==> config.mk <==
export PLATFORM = sky130hd
export DESIGN_NAME = sram_like_resp_flat
export DESIGN_NICKNAME = d
export VERILOG_FILES = /design/src/rtl/sram_like_resp_if.sv /design/src/rtl/sram_like_resp.sv /design/src/flat_wrapper.sv
export SDC_FILE = /design/constraint.sdc
export NUM_CORES = 1
export LEC_CHECK = 0
export CAP_MARGIN = 20
export CORE_AREA = 2 2 104 96
export CTS_CLUSTER_SIZE = 8
export DETAILED_ROUTE_END_ITERATION = 6
export DIE_AREA = 0 0 106 98
export GPL_ROUTABILITY_DRIVEN = 0
export PLACE_DENSITY = 0.91
export RECOVER_POWER = 25
export SYNTH_ARGS = -nofsm -noshare
export SYNTH_HDL_FRONTEND = slang
export SYNTH_SLANG_ARGS = --single-unit
export TNS_END_PERCENT = 100
==> constraint.sdc <==
create_clock -name clk -period 2.65 [get_ports clk]
set_clock_uncertainty 0.2 [all_clocks]
set_input_delay 0.265 -clock clk [delete_from_list [all_inputs] [get_ports clk]]
set_output_delay 0.265 -clock clk [all_outputs]
set_load 0.05 [all_outputs]
==> src/rtl/sram_like_resp_if.sv <==
// Request/response bundle of the sram-like req/addr_ok/data_ok port.
// The core drives the master side; the memory responder sits on the slave side.
interface sram_like_resp_if;
    logic        req;
    logic        wr;
    logic [1:0]  size;
    logic [3:0]  wstrb;
    logic [31:0] addr;
    logic [31:0] wdata;
    logic        addr_ok;
    logic        data_ok;
    logic [31:0] rdata;

    modport master (
        output req, wr, size, wstrb, addr, wdata,
        input  addr_ok, data_ok, rdata
    );

    modport slave (
        input  req, wr, size, wstrb, addr, wdata,
        output addr_ok, data_ok, rdata
    );
endinterface

==> src/rtl/sram_like_resp.sv <==
// Sram-like responder over a 1-cycle-latency synchronous RAM, in-order responses.
// Define SRAM_LIKE_RAND_DELAY_EN to replace the fixed handshake delays with LFSR-driven ones.
module sram_like_resp #(
    parameter int          AW         = 16,
    parameter int          DEPTH      = 2,
    parameter int          ADDR_DELAY = 0,
    parameter int          DATA_DELAY = 0,
    parameter logic [15:0] LFSR_SEED  = 16'hACE1
) (
    input  logic              clk,
    input  logic              resetn,
    sram_like_resp_if.slave   bus,
    output logic              ram_en,
    output logic [3:0]        ram_we,
    output logic [AW-1:0]     ram_addr,
    output logic [31:0]       ram_wdata,
    input  logic [31:0]       ram_rdata
);

    localparam int PW = (DEPTH > 1) ? $clog2(DEPTH) : 1;
    localparam int CW = $clog2(DEPTH + 2) + 1;

    logic [31:0]   fifo_r [DEPTH];
    logic [PW-1:0] wptr_r;
    logic [PW-1:0] rptr_r;
    logic [CW-1:0] cnt_r;
    logic [CW-1:0] occ_s;
    logic          inflight_r;
    logic          inflight_wr_r;
    logic [3:0]    acnt_r;
    logic [3:0]    dcnt_r;
    logic [3:0]    athr_s;
    logic [3:0]    dthr_s;
    logic          accept_s;
    logic          pop_s;
    logic          empty_s;
    logic          addr_unused_s;

    function automatic logic [PW-1:0] nxt_ptr(input logic [PW-1:0] p);
        return (p == PW'(DEPTH - 1)) ? {PW{1'b0}} : p + PW'(1);
    endfunction

    assign addr_unused_s = ^{bus.size, bus.addr[31:AW+2], bus.addr[1:0]};

`ifdef SRAM_LIKE_RAND_DELAY_EN
    logic [15:0] lfsr_r;
    logic [3:0]  athr_r;
    logic [3:0]  dthr_r;

    assign athr_s = athr_r;
    assign dthr_s = dthr_r;

    // Free-running LFSR; thresholds reload whenever their counter clears.
    always_ff @(posedge clk or negedge resetn) begin
        if (!resetn) begin
            lfsr_r <= LFSR_SEED;
            athr_r <= 4'd0;
            dthr_r <= 4'd0;
        end else begin
            lfsr_r <= {lfsr_r[14:0], lfsr_r[15] ^ lfsr_r[13] ^ lfsr_r[12] ^ lfsr_r[10]};
            athr_r <= accept_s ? {2'b00, lfsr_r[1:0]} : athr_r;
            dthr_r <= (pop_s || empty_s) ? {2'b00, lfsr_r[3:2]} : dthr_r;
        end
    end
`else
    assign athr_s = 4'(ADDR_DELAY);
    assign dthr_s = 4'(DATA_DELAY);
`endif

    // Handshake decode; occupancy is taken before this cycle's pop frees a slot.
    always_comb begin
        occ_s       = cnt_r + CW'(inflight_r);
        empty_s     = (cnt_r == {CW{1'b0}});
        bus.addr_ok = resetn && bus.req && (occ_s < CW'(DEPTH)) && (acnt_r >= athr_s);
        accept_s    = bus.req && bus.addr_ok;
        pop_s       = !empty_s && (dcnt_r >= dthr_s);
        bus.data_ok = pop_s;
        bus.rdata   = pop_s ? fifo_r[rptr_r] : 32'h0;
        ram_en      = accept_s;
        ram_we      = (accept_s && bus.wr) ? bus.wstrb : 4'b0000;
        ram_addr    = bus.addr[AW+1:2];
        ram_wdata   = bus.wdata;
    end

    // Response FIFO, one-cycle RAM pipeline stage and delay counters.
    always_ff @(posedge clk or negedge resetn) begin
        if (!resetn) begin
            for (int i = 0; i < DEPTH; i++) begin
                fifo_r[i] <= 32'h0;
            end
            wptr_r        <= {PW{1'b0}};
            rptr_r        <= {PW{1'b0}};
            cnt_r         <= {CW{1'b0}};
            inflight_r    <= 1'b0;
            inflight_wr_r <= 1'b0;
            acnt_r        <= 4'd0;
            dcnt_r        <= 4'd0;
        end else begin
            inflight_r    <= accept_s;
            inflight_wr_r <= accept_s && bus.wr;
            if (inflight_r) begin
                fifo_r[wptr_r] <= inflight_wr_r ? 32'h0 : ram_rdata;
                wptr_r         <= nxt_ptr(wptr_r);
            end else begin
                wptr_r <= wptr_r;
            end
            rptr_r <= pop_s ? nxt_ptr(rptr_r) : rptr_r;
            case ({inflight_r, pop_s})
                2'b10:   cnt_r <= cnt_r + CW'(1);
                2'b01:   cnt_r <= cnt_r - CW'(1);
                default: cnt_r <= cnt_r;
            endcase
            if (accept_s) begin
                acnt_r <= 4'd0;
            end else if (bus.req && (acnt_r != 4'd15)) begin
                acnt_r <= acnt_r + 4'd1;
            end else begin
                acnt_r <= acnt_r;
            end
            if (pop_s || empty_s) begin
                dcnt_r <= 4'd0;
            end else if (dcnt_r != 4'd15) begin
                dcnt_r <= dcnt_r + 4'd1;
            end else begin
                dcnt_r <= dcnt_r;
            end
        end
    end

endmodule

==> src/flat_wrapper.sv <==
// flat-port wrapper written by rule: the top's interface ports become plain ports
module sram_like_resp_flat 
#(
    parameter int          AW         = 16,
    parameter int          DEPTH      = 2,
    parameter int          ADDR_DELAY = 0,
    parameter int          DATA_DELAY = 0,
    parameter logic [15:0] LFSR_SEED  = 16'hACE1
)
  (clk, resetn, ram_en, ram_we, ram_addr, ram_wdata, ram_rdata, bus_req, bus_wr, bus_size, bus_wstrb, bus_addr, bus_wdata, bus_addr_ok, bus_data_ok, bus_rdata);
  sram_like_resp_if bus_i ();
  input  logic clk;
  input  logic resetn;
  output logic ram_en;
  output logic [3:0] ram_we;
  output logic [AW-1:0] ram_addr;
  output logic [31:0] ram_wdata;
  input  logic [31:0] ram_rdata;
  input wire logic [$bits(bus_i.req)-1:0] bus_req;
  input wire logic [$bits(bus_i.wr)-1:0] bus_wr;
  input wire logic [$bits(bus_i.size)-1:0] bus_size;
  input wire logic [$bits(bus_i.wstrb)-1:0] bus_wstrb;
  input wire logic [$bits(bus_i.addr)-1:0] bus_addr;
  input wire logic [$bits(bus_i.wdata)-1:0] bus_wdata;
  output wire logic [$bits(bus_i.addr_ok)-1:0] bus_addr_ok;
  output wire logic [$bits(bus_i.data_ok)-1:0] bus_data_ok;
  output wire logic [$bits(bus_i.rdata)-1:0] bus_rdata;
  assign bus_i.req = bus_req;
  assign bus_i.wr = bus_wr;
  assign bus_i.size = bus_size;
  assign bus_i.wstrb = bus_wstrb;
  assign bus_i.addr = bus_addr;
  assign bus_i.wdata = bus_wdata;
  assign bus_addr_ok = bus_i.addr_ok;
  assign bus_data_ok = bus_i.data_ok;
  assign bus_rdata = bus_i.rdata;
  sram_like_resp #(.AW(AW), .DEPTH(DEPTH), .ADDR_DELAY(ADDR_DELAY), .DATA_DELAY(DATA_DELAY), .LFSR_SEED(LFSR_SEED)) u_core (.clk(clk), .resetn(resetn), .bus(bus_i), .ram_en(ram_en), .ram_we(ram_we), .ram_addr(ram_addr), .ram_wdata(ram_wdata), .ram_rdata(ram_rdata));
endmodule
-- Word level (Yosys, flattened, before mapping)
Index checks and enable logic that the tools add are counted.
- register bits: 79
- ROM bits: 0
- latch bits: 0
- output and inout bits: 87
- RAM bits: 0
- bits of input ports: 106
- word-level logic and storage cells: 58
- memories: 0
- muxes and demuxes: 16
- $mul: 0
- equality and inequality tests: 4
- add/subtract/negate cells: 7
- magnitude comparators: 6
- div/mod/pow operators: 0
- reductions and logical operators: 14
- bitwise logic cells: 2
- shift operators: 0
- operators by type and width (kind ; number):
    2-to-1 mux 32 bit ; 6
    bitwise mux 64 bit ; 1
    demux 32 bit (select 1 bit) ; 1
    2-to-1 mux 4 bit ; 5
    adder 4 x 1 -> 4 bit (second input constant) ; 2
    >= comparator 4 x 1 -> 1 bit (second input constant) ; 2
    logical AND 1 bit ; 8
    inequality test 4 bit (second input constant) ; 2
    one-hot mux 3 bit (2 select lines) ; 1
    nonzero test 2 bit ; 3
    >= comparator 2 bit (second input constant) ; 2
    inverter 1 -> 2 bit ; 2
    adder 3 x 1 -> 3 bit ; 1
    adder 3 x 1 -> 3 bit (second input constant) ; 1
    logical NOT 3 bit ; 1
    < comparator 3 x 2 -> 1 bit (second input constant) ; 1
    subtractor 3 x 1 -> 3 bit (second input constant) ; 1
    adder 1 bit (second input constant) ; 2
    equality test 2 x 1 -> 1 bit (second input constant) ; 1
    equality test 2 bit (second input constant) ; 1
    < comparator 2 x 1 -> 1 bit (second input constant) ; 1
    2-to-1 mux 1 bit ; 2
    logical NOT 1 bit ; 1
    logical OR 1 bit ; 1

-- Longest topological paths before layout
- word-level depth: 7
- gate-level depth with buffers: 8
- depth with buffers taken out: 7

-- Worst setup path before layout
Ideal clock, no wire load.
- path type: register to output
- start point: register u_core.cnt_r[0]
- end point: output port ram_we[0]
- arrival time: 2232 ps
- path buffers: 0
- cell stages (with the launch flop): 5
- path slack: -47 ps
- data required time: 2185 ps
- path through: dfrtp_1 and2_1 ha_1 nor3_2 and3_1
- longest elaborated chain between the ends: 7
- ends and longest elaborated chain (what ; RTL line ; source):
    start, declared ; sram_like_resp.sv:26 ; logic [CW-1:0] cnt_r;
    start signal, assigned ; sram_like_resp.sv:93 ; cnt_r <= {CW{1'b0}};
    start signal, assigned ; sram_like_resp.sv:109 ; 2'b10: cnt_r <= cnt_r + CW'(1);
    start signal, assigned ; sram_like_resp.sv:110 ; 2'b01: cnt_r <= cnt_r - CW'(1);
    adder 3 x 1 -> 3 bit ; sram_like_resp.sv:72 ; occ_s = cnt_r + CW'(inflight_r);
    < comparator 3 x 2 -> 1 bit ; sram_like_resp.sv:74 ; bus.addr_ok = resetn && bus.req && (occ_s < CW'(DEPTH)) && (acnt_r >= athr_s);
    logical AND 1 bit (2 in a row) ; sram_like_resp.sv:74 ;
    via bus_addr_ok ; flat_wrapper.sv:25 ; output wire logic [$bits(bus_i.addr_ok)-1:0] bus_addr_ok;
    logical AND 1 bit ; sram_like_resp.sv:75 ; accept_s = bus.req && bus.addr_ok;
    logical AND 1 bit ; sram_like_resp.sv:80 ; ram_we = (accept_s && bus.wr) ? bus.wstrb : 4'b0000;
    2-to-1 mux 4 bit ; sram_like_resp.sv:80 ;
    end, declared ; flat_wrapper.sv:15 ; output logic [3:0] ram_we;
The timed path passes the listed nets, and every way through them passes these cells.

-- Worst setup path in the final report
- start point: register u_core.cnt_r[0]
- end point: output port ram_we[2]
- longest elaborated chain between the ends: 7
- ends and longest elaborated chain (what ; RTL line):
    adder 3 x 1 -> 3 bit ; sram_like_resp.sv:72
    < comparator 3 x 2 -> 1 bit ; sram_like_resp.sv:74
    logical AND 1 bit (2 in a row) ; sram_like_resp.sv:74
    logical AND 1 bit ; sram_like_resp.sv:75
    logical AND 1 bit ; sram_like_resp.sv:80
    2-to-1 mux 4 bit ; sram_like_resp.sv:80
No other way between the ends.

==> metrics.yaml <==
cells_and_area:
  final_nets: 526
  num_antenna_cells: 0
  fill_cells: 873
  fin_util_pct: 46.5
  fin_cells: 548
  area_growth_pct: 19.1
  drive_gt1_share_pct: 15.9
cts:
  post_cts_resized: 0
  cts.clk_slew.worst_paths_ps: 70
  clockBufferDepth: 2
  cts_tree: "built"
  cts_sinks: 71
  numCtsBuffers: 9
  h-tree-depth: 3
  post_cts_buffers: 0
  clockRootBuffer: "clkbuf_8"
  insertion_delay_ps: 330
drt:
  drtPass1Iterations: 4
  wl_per_cell_um: 13.6
  drtAntennaViolNets: 0
  viasPerCell: 4.74
  drt_first_iter_violations: 134
  drc: 0
  wl_um: 7430
  vias: 2600
yosys:
  ys_seq_elements: 71
  syn_avg_cell_area_sq_um: 9.39
  ys_warn_count: 0
  synth_cells: 391
  syn_nets: 500
  synth-seq-area-share_pct: 48.4
  ys_types: 24
  syn_area_sq_um: 3670
sta:
  tightest_slew_ps: 932
  finalSetupTns_ps: 0
  period_needed_ps: 2480
  period_share_pct: 93.6
  hold_violations: 0
  finalMaxSlewViolations: 0
  max_freq_mhz: 403
  slew_headroom_pct: 37.9
  finalSetupViolCount: 0
  rsz0062_at_grt: "false"
global_route:
  grt_start_max_net_pins: 72
  grt_pass1_vias: 2890
  grt_use_total_pct: 15.2
  antenna_found_initial: 0
  grt_overflow: 0
  grt_pass1_wl_um: 12800
floorplanning:
  rows: 34
  dieHeight_um: 98
  ioPinCount: 193
  initial_utilization_pct: 39.1
  die_area_sq_um: 10400
  die_w_um: 106
  core_sq_um: 9400
pwr:
  leakage_nw: 2.13
  powerDensity_nw_per_um2: 1550
  peakVddDrop_v: 0.000914
setup_path:
  worstSetupPathType: "flip-flop to primary output"
  endpoint_kind: "primary output"
  cp_max_fo: 6
  arrival_ps: 2020
  cp-start-kind: "flip-flop"
  cp.required_ps: 2180
status:
  status: "finished clean"
place:
  io_buffers: 78
  dp_cells: 531
  dpl.hpwl_um: 5090
run:
  drv_cap: 0
hold_path:
  hp-class: "flip-flop to flip-flop"
-- through the flow --
stage	hold slack (ps)	cell area, sq um	setup WS, ps	total power, mW
final	280	4370	169	6.77
after global routing	307	4370	57.0	7.22
after CTS	288	4370	121	6.85
after detailed placement	271	4160	507	5.93
after global placement	261	4160	556	5.81
after floorplan	-231	3680	130	5.02
-- final timing paths --
check | from | endpoint | slack, ps | cells past startpoint
max in group asynchronous | resetn | u_core.rptr_r | 1140 | 3
min reg2reg | u_core.fifo_r[8] | u_core.fifo_r[8] | 280 | 2
max | u_core.cnt_r[0] | ram_we[2] | 170 | 5
min in group asynchronous | resetn | u_core.cnt_r[0] | 520 | 3
max reg2reg | u_core.cnt_r[1] | u_core.cnt_r[2] | 610 | 7
min | u_core.fifo_r[8] | u_core.fifo_r[8] | 280 | 2
-- placed cells by master (no fill, tap or decap), types with 4 or more instances in the layout --
master	count
clkdlybuf4s50_1	38
o21ai_0	12
buf_12	6
nor2_1	33
and3_1	4
buf_4	40
nand2b_1	32
clkbuf_8	9
nand2_1	65
mux2i_1	32
dfrtp_1	70
o21ai_1	52
-- layout make-up --
cell class | instances | area, sq um | area share, %
Tap cell | 126 | 158 | 3.60
Clock buffer | 12 | 135 | 3.09
Multi-Input combinational cell | 247 | 1410 | 32.2
Sequential cell | 71 | 1780 | 40.6
Inverter | 2 | 7.51 | 0.172
Clock inverter | 4 | 70.1 | 1.60
Timing Repair Buffer | 86 | 818 | 18.7
-- registers in the layout (all words and copies together), names as in the netlist --
name,count
u_core.rptr_r,1
u_core.wptr_r,1
u_core.fifo_r,64
u_core.inflight_wr_r,1
u_core.inflight_r,1
u_core.cnt_r,3
-- metal layers --
metal	up-vias	global-route usage, %	part of all wire, %
met5	-	0	0
li1	1277	-	-
met1	1219	17.6	43
met4	0	6.07	2.1
met3	32	3.94	5.0
met2	72	26.8	49
-- logic make-up (layout without fill, tap and decap cells) --
logic type | after synthesis | in the layout | synth area share [%]
adders and majority gates | 3 | 3 | 1.23
AOI/OAI and AO/OA | 64 | 64 | 8.72
and+or+nand+nor | 141 | 141 | 17.7
buffers and inverters | 73 | 104 | 13.5
DFF | 71 | 71 | 48.4
muxes | 33 | 33 | 9.03
xor gates and xnor gates | 6 | 6 | 1.43
-- cell usage after synthesis --
library cell | n | area (sq um)
and2_1 | 2 | 12.5
and3_1 | 4 | 25.0
buf_2 | 12 | 60.1
buf_4 | 55 | 413
clkbuf_1 | 3 | 11.3
clkbuf_2 | 1 | 5.00
dfrtp_1 | 71 | 1780
fa_1 | 1 | 20.0
ha_1 | 2 | 25.0
inv_1 | 1 | 3.75
inv_2 | 1 | 3.75
mux2_2 | 1 | 11.3
mux2i_1 | 32 | 320
nand2_1 | 65 | 244
nand2_2 | 1 | 6.26
nand2b_1 | 33 | 206
nor2_1 | 33 | 124
nor3_1 | 1 | 5.00
nor3_2 | 1 | 10.0
nor3_4 | 1 | 16.3
o21ai_0 | 12 | 60.1
o21ai_1 | 52 | 260
xnor2_1 | 3 | 26.3
xor2_1 | 3 | 26.3
-- repair_timing --
item | in CTS | in global routing
hold buffers | 1 | 0
setup endpoints to repair | 0 | 0
hold endpoints to repair | 71 | 0
-- worst max-delay path: stages, from the launching register on --
cell	delay [ps]
dfrtp_1	450
and2_1	170
ha_1	310
nor3_4	330
and3_1	270
buf_12	150
-- where the power goes --
group	switching (mW)	total, mW	internal, mW	leakage, nW
logic	2.55	3.86	1.30	1.18
clock network	0.371	0.900	0.529	0.104
registers	0.387	2.02	1.63	0.849
total	3.31	6.77	3.47	2.13
(Power assumes the default switching activity.)
